## src/rtl/print_pkg.sv

```systemverilog
// Shared types and ASCII constants for the printer scheduling path.
package print_pkg;

    typedef enum logic [2:0] {
        IDLE,
        ISSUE,
        WAIT_DONE,
        WRAP_CR,
        WRAP_LF
    } state_t;

    localparam logic [7:0] ASCII_CR    = 8'h0D;
    localparam logic [7:0] ASCII_LF    = 8'h0A;
    localparam logic [7:0] ASCII_BS    = 8'h08;
    localparam logic [7:0] ASCII_SP    = 8'h20;
    localparam logic [7:0] ASCII_TILDE = 8'h7E;

    function automatic logic is_printable(input logic [7:0] b);
        return (b >= ASCII_SP) && (b <= ASCII_TILDE);
    endfunction

endpackage

```

## src/rtl/char_fifo.sv

```systemverilog
// Synchronous FIFO; a push alongside a pop is accepted even when full.
module char_fifo #(
    parameter int DEPTH = 16,
    parameter int W     = 8
) (
    input  logic                     clk,
    input  logic                     rst,
    input  logic                     push,
    input  logic                     pop,
    input  logic [W-1:0]             din,
    output logic [W-1:0]             head,
    output logic                     full,
    output logic                     empty,
    output logic [$clog2(DEPTH):0]   count
);
    localparam int AW = $clog2(DEPTH);

    logic [W-1:0]  mem [DEPTH];
    logic [AW-1:0] wr_ptr;
    logic [AW-1:0] rd_ptr;
    logic          do_push;
    logic          do_pop;

    assign full    = (count == ($clog2(DEPTH)+1)'(DEPTH));
    assign empty   = (count == '0);
    assign do_pop  = pop && !empty;
    assign do_push = push && (!full || do_pop);
    assign head    = mem[rd_ptr];

    always_ff @(posedge clk) begin
        if (do_push) mem[wr_ptr] <= din;
    end

    always_ff @(posedge clk) begin
        if (rst) begin
            wr_ptr <= '0;
            rd_ptr <= '0;
            count  <= '0;
        end else begin
            if (do_push) wr_ptr <= wr_ptr + AW'(1);
            if (do_pop)  rd_ptr <= rd_ptr + AW'(1);
            case ({do_push, do_pop})
                2'b10:   count <= count + 1'b1;
                2'b01:   count <= count - 1'b1;
                default: count <= count;
            endcase
        end
    end

endmodule

```

## src/rtl/print_scheduler.sv

```systemverilog
// Buffers decoder bytes and feeds print_control one at a time over rdy/done.
// Optional hardware line wrap: define PRINT_SCHED_WRAP_EN.
module print_scheduler
    import print_pkg::*;
#(
    parameter int DEPTH   = 16,
    parameter int LINE_W  = 80,
    parameter int TIMEOUT = 2**24
) (
    input  logic                        clk,
    input  logic                        rst,
    input  logic                        char_valid,
    input  logic [7:0]                  char_in,
    output logic                        prt_rdy,
    output logic [7:0]                  prt_ascii,
    input  logic                        prt_done,
    output logic                        busy,
    output logic [$clog2(DEPTH):0]      fifo_count,
    output logic [$clog2(LINE_W+1)-1:0] col,
    output logic                        overflow,
    output logic                        timeout_err
);
    localparam int CW = $clog2(LINE_W+1);
    localparam int TW = $clog2(TIMEOUT+1);

    state_t        state;
    logic [TW-1:0] timer;
    logic [7:0]    head;
    logic          full;
    logic          empty;
    logic          pop;
    logic          push_ok;

    function automatic logic [CW-1:0] col_next(input logic [CW-1:0] c, input logic [7:0] b);
        if (is_printable(b))
            return (c == CW'(LINE_W)) ? c : c + CW'(1);
        else if (b == ASCII_CR || b == ASCII_LF)
            return '0;
        else if (b == ASCII_BS)
            return (c == '0) ? c : c - CW'(1);
        else
            return c;
    endfunction

`ifdef PRINT_SCHED_WRAP_EN
    logic lf_pending;
    logic wrap_cond;
    // A printable byte landing past the last column is preceded by CR, LF.
    assign wrap_cond = is_printable(head) && (col == CW'(LINE_W));
    assign pop       = (state == IDLE) && !empty && !lf_pending && !wrap_cond;
`else
    assign pop       = (state == IDLE) && !empty;
`endif

    assign push_ok = char_valid && (!full || pop);

    char_fifo #(.DEPTH(DEPTH), .W(8)) u_fifo (
        .clk   (clk),
        .rst   (rst),
        .push  (char_valid),
        .pop   (pop),
        .din   (char_in),
        .head  (head),
        .full  (full),
        .empty (empty),
        .count (fifo_count)
    );

    always_ff @(posedge clk) begin
        if (rst) begin
            state       <= IDLE;
            timer       <= '0;
            prt_rdy     <= 1'b0;
            prt_ascii   <= '0;
            busy        <= 1'b0;
            col         <= '0;
            overflow    <= 1'b0;
            timeout_err <= 1'b0;
`ifdef PRINT_SCHED_WRAP_EN
            lf_pending  <= 1'b0;
`endif
        end else begin
            if (char_valid && full && !pop) overflow <= 1'b1;

            case (state)
                IDLE: begin
                    busy <= push_ok;
`ifdef PRINT_SCHED_WRAP_EN
                    if (lf_pending) begin
                        state      <= WRAP_LF;
                        prt_rdy    <= 1'b1;
                        prt_ascii  <= ASCII_LF;
                        lf_pending <= 1'b0;
                        busy       <= 1'b1;
                    end else if (!empty && wrap_cond) begin
                        state      <= WRAP_CR;
                        prt_rdy    <= 1'b1;
                        prt_ascii  <= ASCII_CR;
                        col        <= '0;
                        lf_pending <= 1'b1;
                        busy       <= 1'b1;
                    end else
`endif
                    if (!empty) begin
                        state     <= ISSUE;
                        prt_rdy   <= 1'b1;
                        prt_ascii <= head;
                        col       <= col_next(col, head);
                        busy      <= 1'b1;
                    end
                end

`ifdef PRINT_SCHED_WRAP_EN
                ISSUE, WRAP_CR, WRAP_LF: begin
`else
                ISSUE: begin
`endif
                    prt_rdy <= 1'b0;
                    timer   <= '0;
                    busy    <= 1'b1;
                    state   <= WAIT_DONE;
                end

                WAIT_DONE: begin
                    if (prt_done || timer == TW'(TIMEOUT-1)) begin
                        // An abandoned byte is not retried; the queue just moves on.
                        if (!prt_done) timeout_err <= 1'b1;
                        state <= IDLE;
`ifdef PRINT_SCHED_WRAP_EN
                        busy  <= !empty || push_ok || lf_pending;
`else
                        busy  <= !empty || push_ok;
`endif
                    end else begin
                        timer <= timer + TW'(1);
                        busy  <= 1'b1;
                    end
                end

                default: begin
                    state   <= IDLE;
                    prt_rdy <= 1'b0;
                end
            endcase
        end
    end

endmodule

```

## config.mk

```make
export PLATFORM = sky130hd
export DESIGN_NAME = print_scheduler
export DESIGN_NICKNAME = d
export VERILOG_FILES = /design/src/rtl/print_pkg.sv /design/src/rtl/char_fifo.sv /design/src/rtl/print_scheduler.sv
export SDC_FILE = /design/constraint.sdc
export NUM_CORES = 1
export LEC_CHECK = 0
export ABC_AREA = 1
export BUFFER_PORTS_ARGS = -buffer_cell sky130_fd_sc_hd__buf_2
export CORE_MARGIN = 1
export CORE_UTILIZATION = 56
export DETAILED_ROUTE_END_ITERATION = 8
export PLACE_DENSITY = 0.76
export SLEW_MARGIN = 15
export SYNTH_ARGS = -nofsm -noshare
export SYNTH_HDL_FRONTEND = slang
export SYNTH_SLANG_ARGS = --single-unit
```

## constraint.sdc

```tcl
create_clock -name clk -period 2.5 [get_ports clk]
set_input_delay 0.5 -clock clk [delete_from_list [all_inputs] [get_ports clk]]
set_output_delay 0.5 -clock clk [all_outputs]
set_load 0.02 [all_outputs]
```

**Yosys cells after proc, flatten, opt, wreduce, memory -nomap -nowiden**

Memory sizes are Yosys's and may differ from the RTL's. A register that Yosys moved wholly into a read port is not among the register bits.
Cells that the tools add are included.

- $add $sub $neg: 7
- Magnitude comparators: 2
- Eq/ne operators: 15
- Multiplexer cells: 20
- Bitwise logic cells: 3
- Reduce and logical (&&, ||, !) cells: 28

Operators by type and width:

| kind | count |
|---|---|
| case mux 25 bit (2 select lines) | 1 |
| 2-to-1 mux 7 bit | 5 |
| adder 25 x 1 -> 25 bit, second input constant | 1 |
| == test 25 x 24 -> 1 bit, second input constant | 1 |
| 2-to-1 mux 25 bit | 1 |
| == test 8 x 4 -> 1 bit, second input constant | 3 |
| case mux 5 bit (2 select lines) | 1 |
| case mux 3 bit (3 select lines) | 1 |
| adder 4 x 1 -> 4 bit, second input constant | 2 |
| greater-or-equal comparator 8 x 6 -> 1 bit, second input constant | 1 |
| less-or-equal comparator 8 x 7 -> 1 bit, second input constant | 1 |
| 2-to-1 mux 4 bit | 2 |
| != test 2 bit, second input constant | 4 |
| AND reduction 2 bit | 4 |
| adder 7 x 1 -> 7 bit, second input constant | 1 |
| == test 7 bit, second input constant | 1 |
| logical AND 1 bit | 7 |
| logical NOT 7 bit | 1 |
| subtractor 7 x 1 -> 7 bit, second input constant | 1 |
| 2-to-1 mux 3 bit | 2 |
| nonzero test 3 bit | 2 |
| adder 5 x 1 -> 5 bit, second input constant | 1 |
| == test 5 bit, second input constant | 1 |
| logical NOT 5 bit | 1 |
| other kinds (16) | 29 |

- Bits in registers: 60
- RAM bits: 128
- Memories: 1

Memory list:

| memory | words | width | read ports | clocked after memory_dff | wr ports | RTL line | text |
|---|---|---|---|---|---|---|---|
| u_fifo.mem | 16 | 8 | 1 | 1 | 1 | char_fifo.sv:18 | `logic [W-1:0] mem [DEPTH];` |

**Depth between registers and ports, before layout**

- Depth in word-level cells: 8
- Mapped depth: 20

**By module**

A second synthesis with hierarchy kept.

- Cell total of the unflattened synthesis: 992
- Area, all modules: 9031.2 µm²

Modules (own cells, without submodules):

| module | times used | cells each | area each (µm²) | sequential area each (µm²) |
|---|---|---|---|---|
| char_fifo | 1 | 539 | 6159.7 | 4184.0 |
| print_scheduler | 1 | 453 | 2871.5 | 920.9 |

**Worst setup path before layout**

Ideal clock, no wire load.

- Kind: register -> register
- From: reg u_fifo.count[0]
- To: reg u_fifo.count[4]
- Arrival: 2.832 ns
- Data required time: 2.381 ns
- Slack: -0.452 ns
- Cell stages (with the launch flop): 17
- Clock period less this slack: 2.952 ns
- Path through: dfxtp_1 > nor2_1 > nand3_1 > nor2_1 > inv_1 > nand2_1 > inv_1 > clkbuf_1 > clkbuf_1 > ha_1 > ha_1 > a21o_1 > a21oi_1 > o21ai_0 > a21o_1 > o21ai_0 > a21oi_1

- Cells in the longest elaborated chain, start to end: 8
- Elaborated cells between the ends (all ways): 14
- Classes of those cells: 2 x add/sub; 3 x eq/ne; 1 x mux; 8 x reduce/logical

Ends and longest elaborated chain:

| what | RTL line | text |
|---|---|---|
| from (decl) | char_fifo.sv:14 | `output logic [$clog2(DEPTH):0] count` |
| from (signal assigned) | char_fifo.sv:43 | `2'b10: count <= count + 1'b1;` |
| from (signal assigned) | char_fifo.sv:44 | `2'b01: count <= count - 1'b1;` |
| from (signal assigned) | char_fifo.sv:45 | `default: count <= count;` |
| logical NOT 5 bit * | char_fifo.sv:25 | `assign empty = (count == '0);` |
| logical NOT 1 bit * | char_fifo.sv:26, print_scheduler.sv:52 |  |
| logical AND 1 bit | print_scheduler.sv:52 | `assign pop = (state == IDLE) && !empty;` |
| logical AND 1 bit * | char_fifo.sv:26 | `assign do_pop = pop && !empty;` |
| via u_fifo.do_pop | char_fifo.sv:22 | `logic do_pop;` |
| logical OR 1 bit | char_fifo.sv:27 | `assign do_push = push && (!full \|\| do_pop);` |
| logical AND 1 bit | char_fifo.sv:27 |  |
| == test 2 x 1 -> 1 bit / == test 2 bit (equally long branches) | char_fifo.sv:42 | `case ({do_push, do_pop})` |
| case mux 5 bit (2 select lines) / nonzero test 2 bit (equally long branches) | -- |  |

Mark *: on every way through the listed nets, which the timed path passes. The rest lies on a longest branch.
A chain may end at the register's enable or synchronous reset.

**Worst setup path after layout**

- From: reg u_fifo.count[0]
- To: reg u_fifo.count[4]

- Cells in the longest elaborated chain, start to end: 8
- Elaborated cells between the ends (all ways): 14
- Classes of those cells: 2 x add/sub; 3 x eq/ne; 1 x mux; 8 x reduce/logical

Ends and longest elaborated chain:

| what | RTL line |
|---|---|
| logical NOT 5 bit | char_fifo.sv:25 |
| logical NOT 1 bit | char_fifo.sv:26, print_scheduler.sv:52 |
| logical AND 1 bit | print_scheduler.sv:52 |
| logical AND 1 bit | char_fifo.sv:26 |
| logical OR 1 bit | char_fifo.sv:27 |
| logical AND 1 bit | char_fifo.sv:27 |
| == test 2 x 1 -> 1 bit / == test 2 bit (equally long branches) | char_fifo.sv:42 |
| case mux 5 bit (2 select lines) / nonzero test 2 bit (equally long branches) | -- |

Parallel ways exist; a longest one is shown, timed or not.

==> metrics.txt <==
# TYPE chip_impl_metric gauge
chip_impl_metric{name="critPathRequiredTime",unit="ns"} 2.82
chip_impl_metric{name="antenna_found_initial",unit=""} 0
chip_impl_info{name="criticalPathCategory",value="reg -> reg"} 1
chip_impl_metric{name="dp_cells",unit=""} 1233
chip_impl_metric{name="synthCells",unit=""} 1002
chip_impl_metric{name="grt_pass1_wl",unit="mm"} 30.7
chip_impl_metric{name="cts_setup_buffers",unit=""} 0
chip_impl_metric{name="timing.final.crit_share",unit="%"} 93.7
chip_impl_metric{name="synthesis.area",unit="um^2"} 8940
chip_impl_metric{name="io_pins",unit=""} 36
chip_impl_metric{name="synthDistinctLibCells",unit=""} 41
chip_impl_metric{name="max_freq",unit="MHz"} 427
chip_impl_metric{name="antenna_left",unit=""} 0
chip_impl_info{name="class_of_the_tightest_hold_or_removal_check",value="in -> reg"} 1
chip_impl_metric{name="post_cts_hold_buffer_count",unit=""} 0
chip_impl_metric{name="tightestPinTransition",unit="ns"} 0.893
chip_impl_metric{name="final_cell_area",unit="um^2"} 10100
chip_impl_info{name="outcome",value="finished, final reports clean"} 1
chip_impl_metric{name="worst_setup_hold_path_clk_slew",unit="ns"} 0.07
chip_impl_metric{name="cts_max_level",unit=""} 4
chip_impl_metric{name="area_of_placed_instances",unit="um^2"} 9390
chip_impl_info{name="crit_path_start",value="u_fifo.count[0]"} 1
chip_impl_metric{name="synthesis_stage_register_bit_count",unit=""} 191
chip_impl_metric{name="grt_max_degree",unit=""} 64
chip_impl_info{name="rsz0062_at_grt",value="yes"} 1
chip_impl_metric{name="power_density",unit="nW/um^2"} 1070
chip_impl_metric{name="grt_pass1_vias",unit=""} 6360
chip_impl_metric{name="postSynthNetCount",unit=""} 1033
chip_impl_metric{name="numCtsBuffers",unit=""} 17
chip_impl_metric{name="cts-root-to-sink-buffers",unit=""} 2
chip_impl_metric{name="postLayoutCoreUtil",unit="%"} 65.6
chip_impl_metric{name="dp.final_hpwl",unit="mm"} 12.3
chip_impl_metric{name="final-max-slew-violation-count",unit=""} 0
chip_impl_info{name="rr_startpoint",value="u_fifo.count[0]"} 1
chip_impl_info{name="worst_hold_startpoint",value="char_valid"} 1
chip_impl_metric{name="timing.critical_path.slowest_cell_delay",unit="ns"} 0.37
chip_impl_info{name="tritoncts",value="done"} 1
chip_impl_metric{name="dr.first_iter.drc_count",unit=""} 656
chip_impl_metric{name="clkSinkCount",unit=""} 191
chip_impl_metric{name="net_count_final",unit=""} 1073
chip_impl_metric{name="setup_viol_count_final",unit=""} 0
chip_impl_metric{name="max_slew_headroom",unit="%"} 40.3
chip_impl_metric{name="syn_area_per_cell",unit="um^2"} 8.93
chip_impl_metric{name="route.detailed.wl_per_inst",unit="um"} 14.9
chip_impl_metric{name="final.setup_skew",unit="ns"} 0.00668
chip_impl_metric{name="grtUsageTotal",unit="%"} 24.3
chip_impl_info{name="crit_family",value="compound AO/OA/AOI/OAI gates"} 1
chip_impl_metric{name="row_count",unit=""} 45
chip_impl_metric{name="synth_warnings",unit=""} 0
chip_impl_metric{name="initial_utilization",unit="%"} 58.2
chip_impl_metric{name="vias_per_cell",unit=""} 5.24
chip_impl_metric{name="finalWorstPathRequiredPeriod",unit="ns"} 2.34
chip_impl_metric{name="floorplan.die.height",unit="um"} 128
chip_impl_metric{name="wl",unit="mm"} 18.9
chip_impl_metric{name="total_power_draw",unit="uW"} 10800
chip_impl_metric{name="irDropWorstVdd",unit="mV"} 0.562
chip_impl_metric{name="critical_path.max_fanout",unit=""} 6
chip_impl_metric{name="port-buffer-count",unit=""} 35
chip_impl_info{name="cts_root_buf",value="sky130_fd_sc_hd__clkbuf_16"} 1
chip_impl_metric{name="cp.buffers_inverters",unit=""} 2
chip_impl_metric{name="vias",unit=""} 6640
chip_impl_metric{name="power_leakage",unit="uW"} 0.00428
chip_impl_metric{name="dr.pass1.iters",unit=""} 5
chip_impl_metric{name="layoutNonFillerInstCount",unit=""} 1266
chip_impl_metric{name="setup_ws",unit="ns"} 0.158
chip_impl_metric{name="dieWidth",unit="um"} 128
chip_impl_metric{name="finalWeightedCongestion",unit=""} 0.893
chip_impl_metric{name="clock_latency",unit="ns"} 0.43
chip_impl_metric{name="timing.final.hold_violations",unit=""} 0
chip_impl_metric{name="antenna_cells",unit=""} 0
chip_impl_metric{name="max-cap-violations",unit=""} 0
chip_impl_info{name="worst_setup_path_start_kind",value="flip-flop"} 1
chip_impl_info{name="cp_slowest_cell",value="sky130_fd_sc_hd__dfxtp_4"} 1
chip_impl_metric{name="layout-drive-gt1-share",unit="%"} 12.7
chip_impl_metric{name="detailedPlace.worstSlack",unit="ns"} 0.0915
chip_impl_metric{name="dieArea",unit="um^2"} 16500
chip_impl_metric{name="synth-seq-area-share",unit="%"} 57.1
chip_impl_metric{name="cp_data_arrival_time",unit="ns"} 2.66
chip_impl_metric{name="coreArea",unit="um^2"} 15400
chip_impl_info{name="end_kind",value="flip-flop"} 1
chip_impl_metric{name="drt_drc_violations_left",unit=""} 0
chip_impl_metric{name="overflow",unit=""} 0
chip_impl_metric{name="areaGrowthSynthToFinish",unit="%"} 12.7
chip_impl_info{name="path_cells",value="nor2_2 > nand3_2 > nor2_4 > inv_1 > nand2_2 > inv_1 > ha_4 > fa_2 > a21o_1 > a21oi_2 > o21ai_0 > a21o_1 > o21ai_1 > a21oi_1"} 1
-- cell type report --
class | instances | area [um^2]
clock inverters | 10 | 134
multi-input cells | 628 | 3130
repair buffers | 57 | 395
clock buffers | 22 | 474
inverters | 147 | 563
fillers | 1171 | 5290
flip-flops and latches | 191 | 5120
well taps | 211 | 264
-- layer usage --
| metal | global-route usage, % | routed length, um |
|---|---|---|
| met5 | 0 | 0 |
| met4 | 8.37 | 301 |
| met3 | 4.57 | 923 |
| met2 | 41.4 | 9300 |
| met1 | 31.3 | 8350 |
-- tightest hold or removal path, cell delays in order --
cell and delay [ns]:
sky130_fd_sc_hd__buf_2 0.09, sky130_fd_sc_hd__a21oi_1 0.07, sky130_fd_sc_hd__nor2_1 0.07
-- synthesized netlist by cell type (all sizes together) --
cell       n  share of area, %
nand3b     2              0.17
nor4       4              0.28
xnor2      1             0.098
dfxtp     63                14
xor2       9              0.88
nor3      12              0.67
edfxtp   128                43
or2        3              0.21
nand4      8              0.56
nor2      97               4.2
o21ai     37               2.1
nand2    268                12
a31o       1             0.098
a21o       4              0.34
o211ai    11               1.1
o221a      1              0.13
inv      147               6.2
a211oi     1             0.084
a21oi     35               2.0
a221oi     5              0.49
fa         1              0.22
and3       1             0.070
a31oi      1             0.070
buf       28               2.3
nand3    104               6.0
a2111oi    1             0.098
ha        18               2.5
o21a       3              0.25
clkbuf     8              0.34
-- sequential cells by signal, summed over array words and instances (netlist names), named ones only --
register,cells
u_fifo.wr_ptr,4
timer,25
u_fifo.mem,128
busy,1
col,7
u_fifo.count,5
timeout_err,1
u_fifo.rd_ptr,4
state,2
overflow,1
prt_ascii,8
prt_rdy,1
-- cells in the final DEF, fill, tap and decap left out, types with 3 or more instances in the layout --
cell type and n:
sky130_fd_sc_hd__nand2_1 261, sky130_fd_sc_hd__inv_1 141, sky130_fd_sc_hd__edfxtp_1 128, sky130_fd_sc_hd__nand3_1 101
sky130_fd_sc_hd__nor2_1 86, sky130_fd_sc_hd__dfxtp_1 58, sky130_fd_sc_hd__buf_2 35, sky130_fd_sc_hd__o21ai_0 34
sky130_fd_sc_hd__a21oi_1 34, sky130_fd_sc_hd__clkbuf_16 18, sky130_fd_sc_hd__buf_4 18, sky130_fd_sc_hd__ha_1 15
sky130_fd_sc_hd__nor3_1 11, sky130_fd_sc_hd__nor2_2 9, sky130_fd_sc_hd__xor2_1 9, sky130_fd_sc_hd__nand4_1 8
sky130_fd_sc_hd__o211ai_1 8, sky130_fd_sc_hd__a221oi_1 5, sky130_fd_sc_hd__nand2_2 4, sky130_fd_sc_hd__nor4_1 4
sky130_fd_sc_hd__a21o_1 4, sky130_fd_sc_hd__clkinv_2 4, sky130_fd_sc_hd__o21ai_1 3, sky130_fd_sc_hd__o211ai_2 3
sky130_fd_sc_hd__inv_2 3, sky130_fd_sc_hd__nand2_4 3, sky130_fd_sc_hd__or2_2 3, sky130_fd_sc_hd__o21a_1 3
sky130_fd_sc_hd__clkinvlp_4 3, sky130_fd_sc_hd__clkbuf_8 3, sky130_fd_sc_hd__bufinv_16 3, sky130_fd_sc_hd__buf_12 3
sky130_fd_sc_hd__dfxtp_2 3
-- what timing repair did --
action | 4_1_cts | 5_1_grt
setup endpoints to repair | 0 | 45
resized for setup | 0 | 19
hold endpoints to repair | 0 | 0
-- logic make-up (layout without fill, tap and decap cells) --
kind of cell	Yosys count	count (layout)	synth area share [%]
AOI/OAI and AO/OA	100	100	6.67
xor gates and xnor gates	10	10	0.979
adders and majority gates	19	19	2.74
buffers and inverters	183	236	8.81
DFF	191	191	57.1
and+or+nand+nor	499	499	23.7
-- stage by stage --
step	hold slack, ns	setup TNS (ns)
finish	0.333	0
global route	0.340	-0.0796
CTS	0.327	0
detailed placement	0.437	0
global placement	0.446	0
floorplan	0.422	0
-- power breakdown --
group          total [uW]  internal, uW  switching, uW  leakage [uW]
Sequential           3850          3630            223       0.00167
Combinational        4130          1470           2660       0.00231
Clock                2770          1650           1120      0.000296
-- final timing paths --
path | slack (ns) | to | cells after the start
worst max-delay path | 0.16 | u_fifo.count[4] | 14
worst min register to register | 0.45 | timer[24] | 2
worst max register to register | 0.16 | u_fifo.count[4] | 14
worst min-delay path | 0.33 | overflow | 3
No activity file was read; power rests on OpenSTA's default activity.
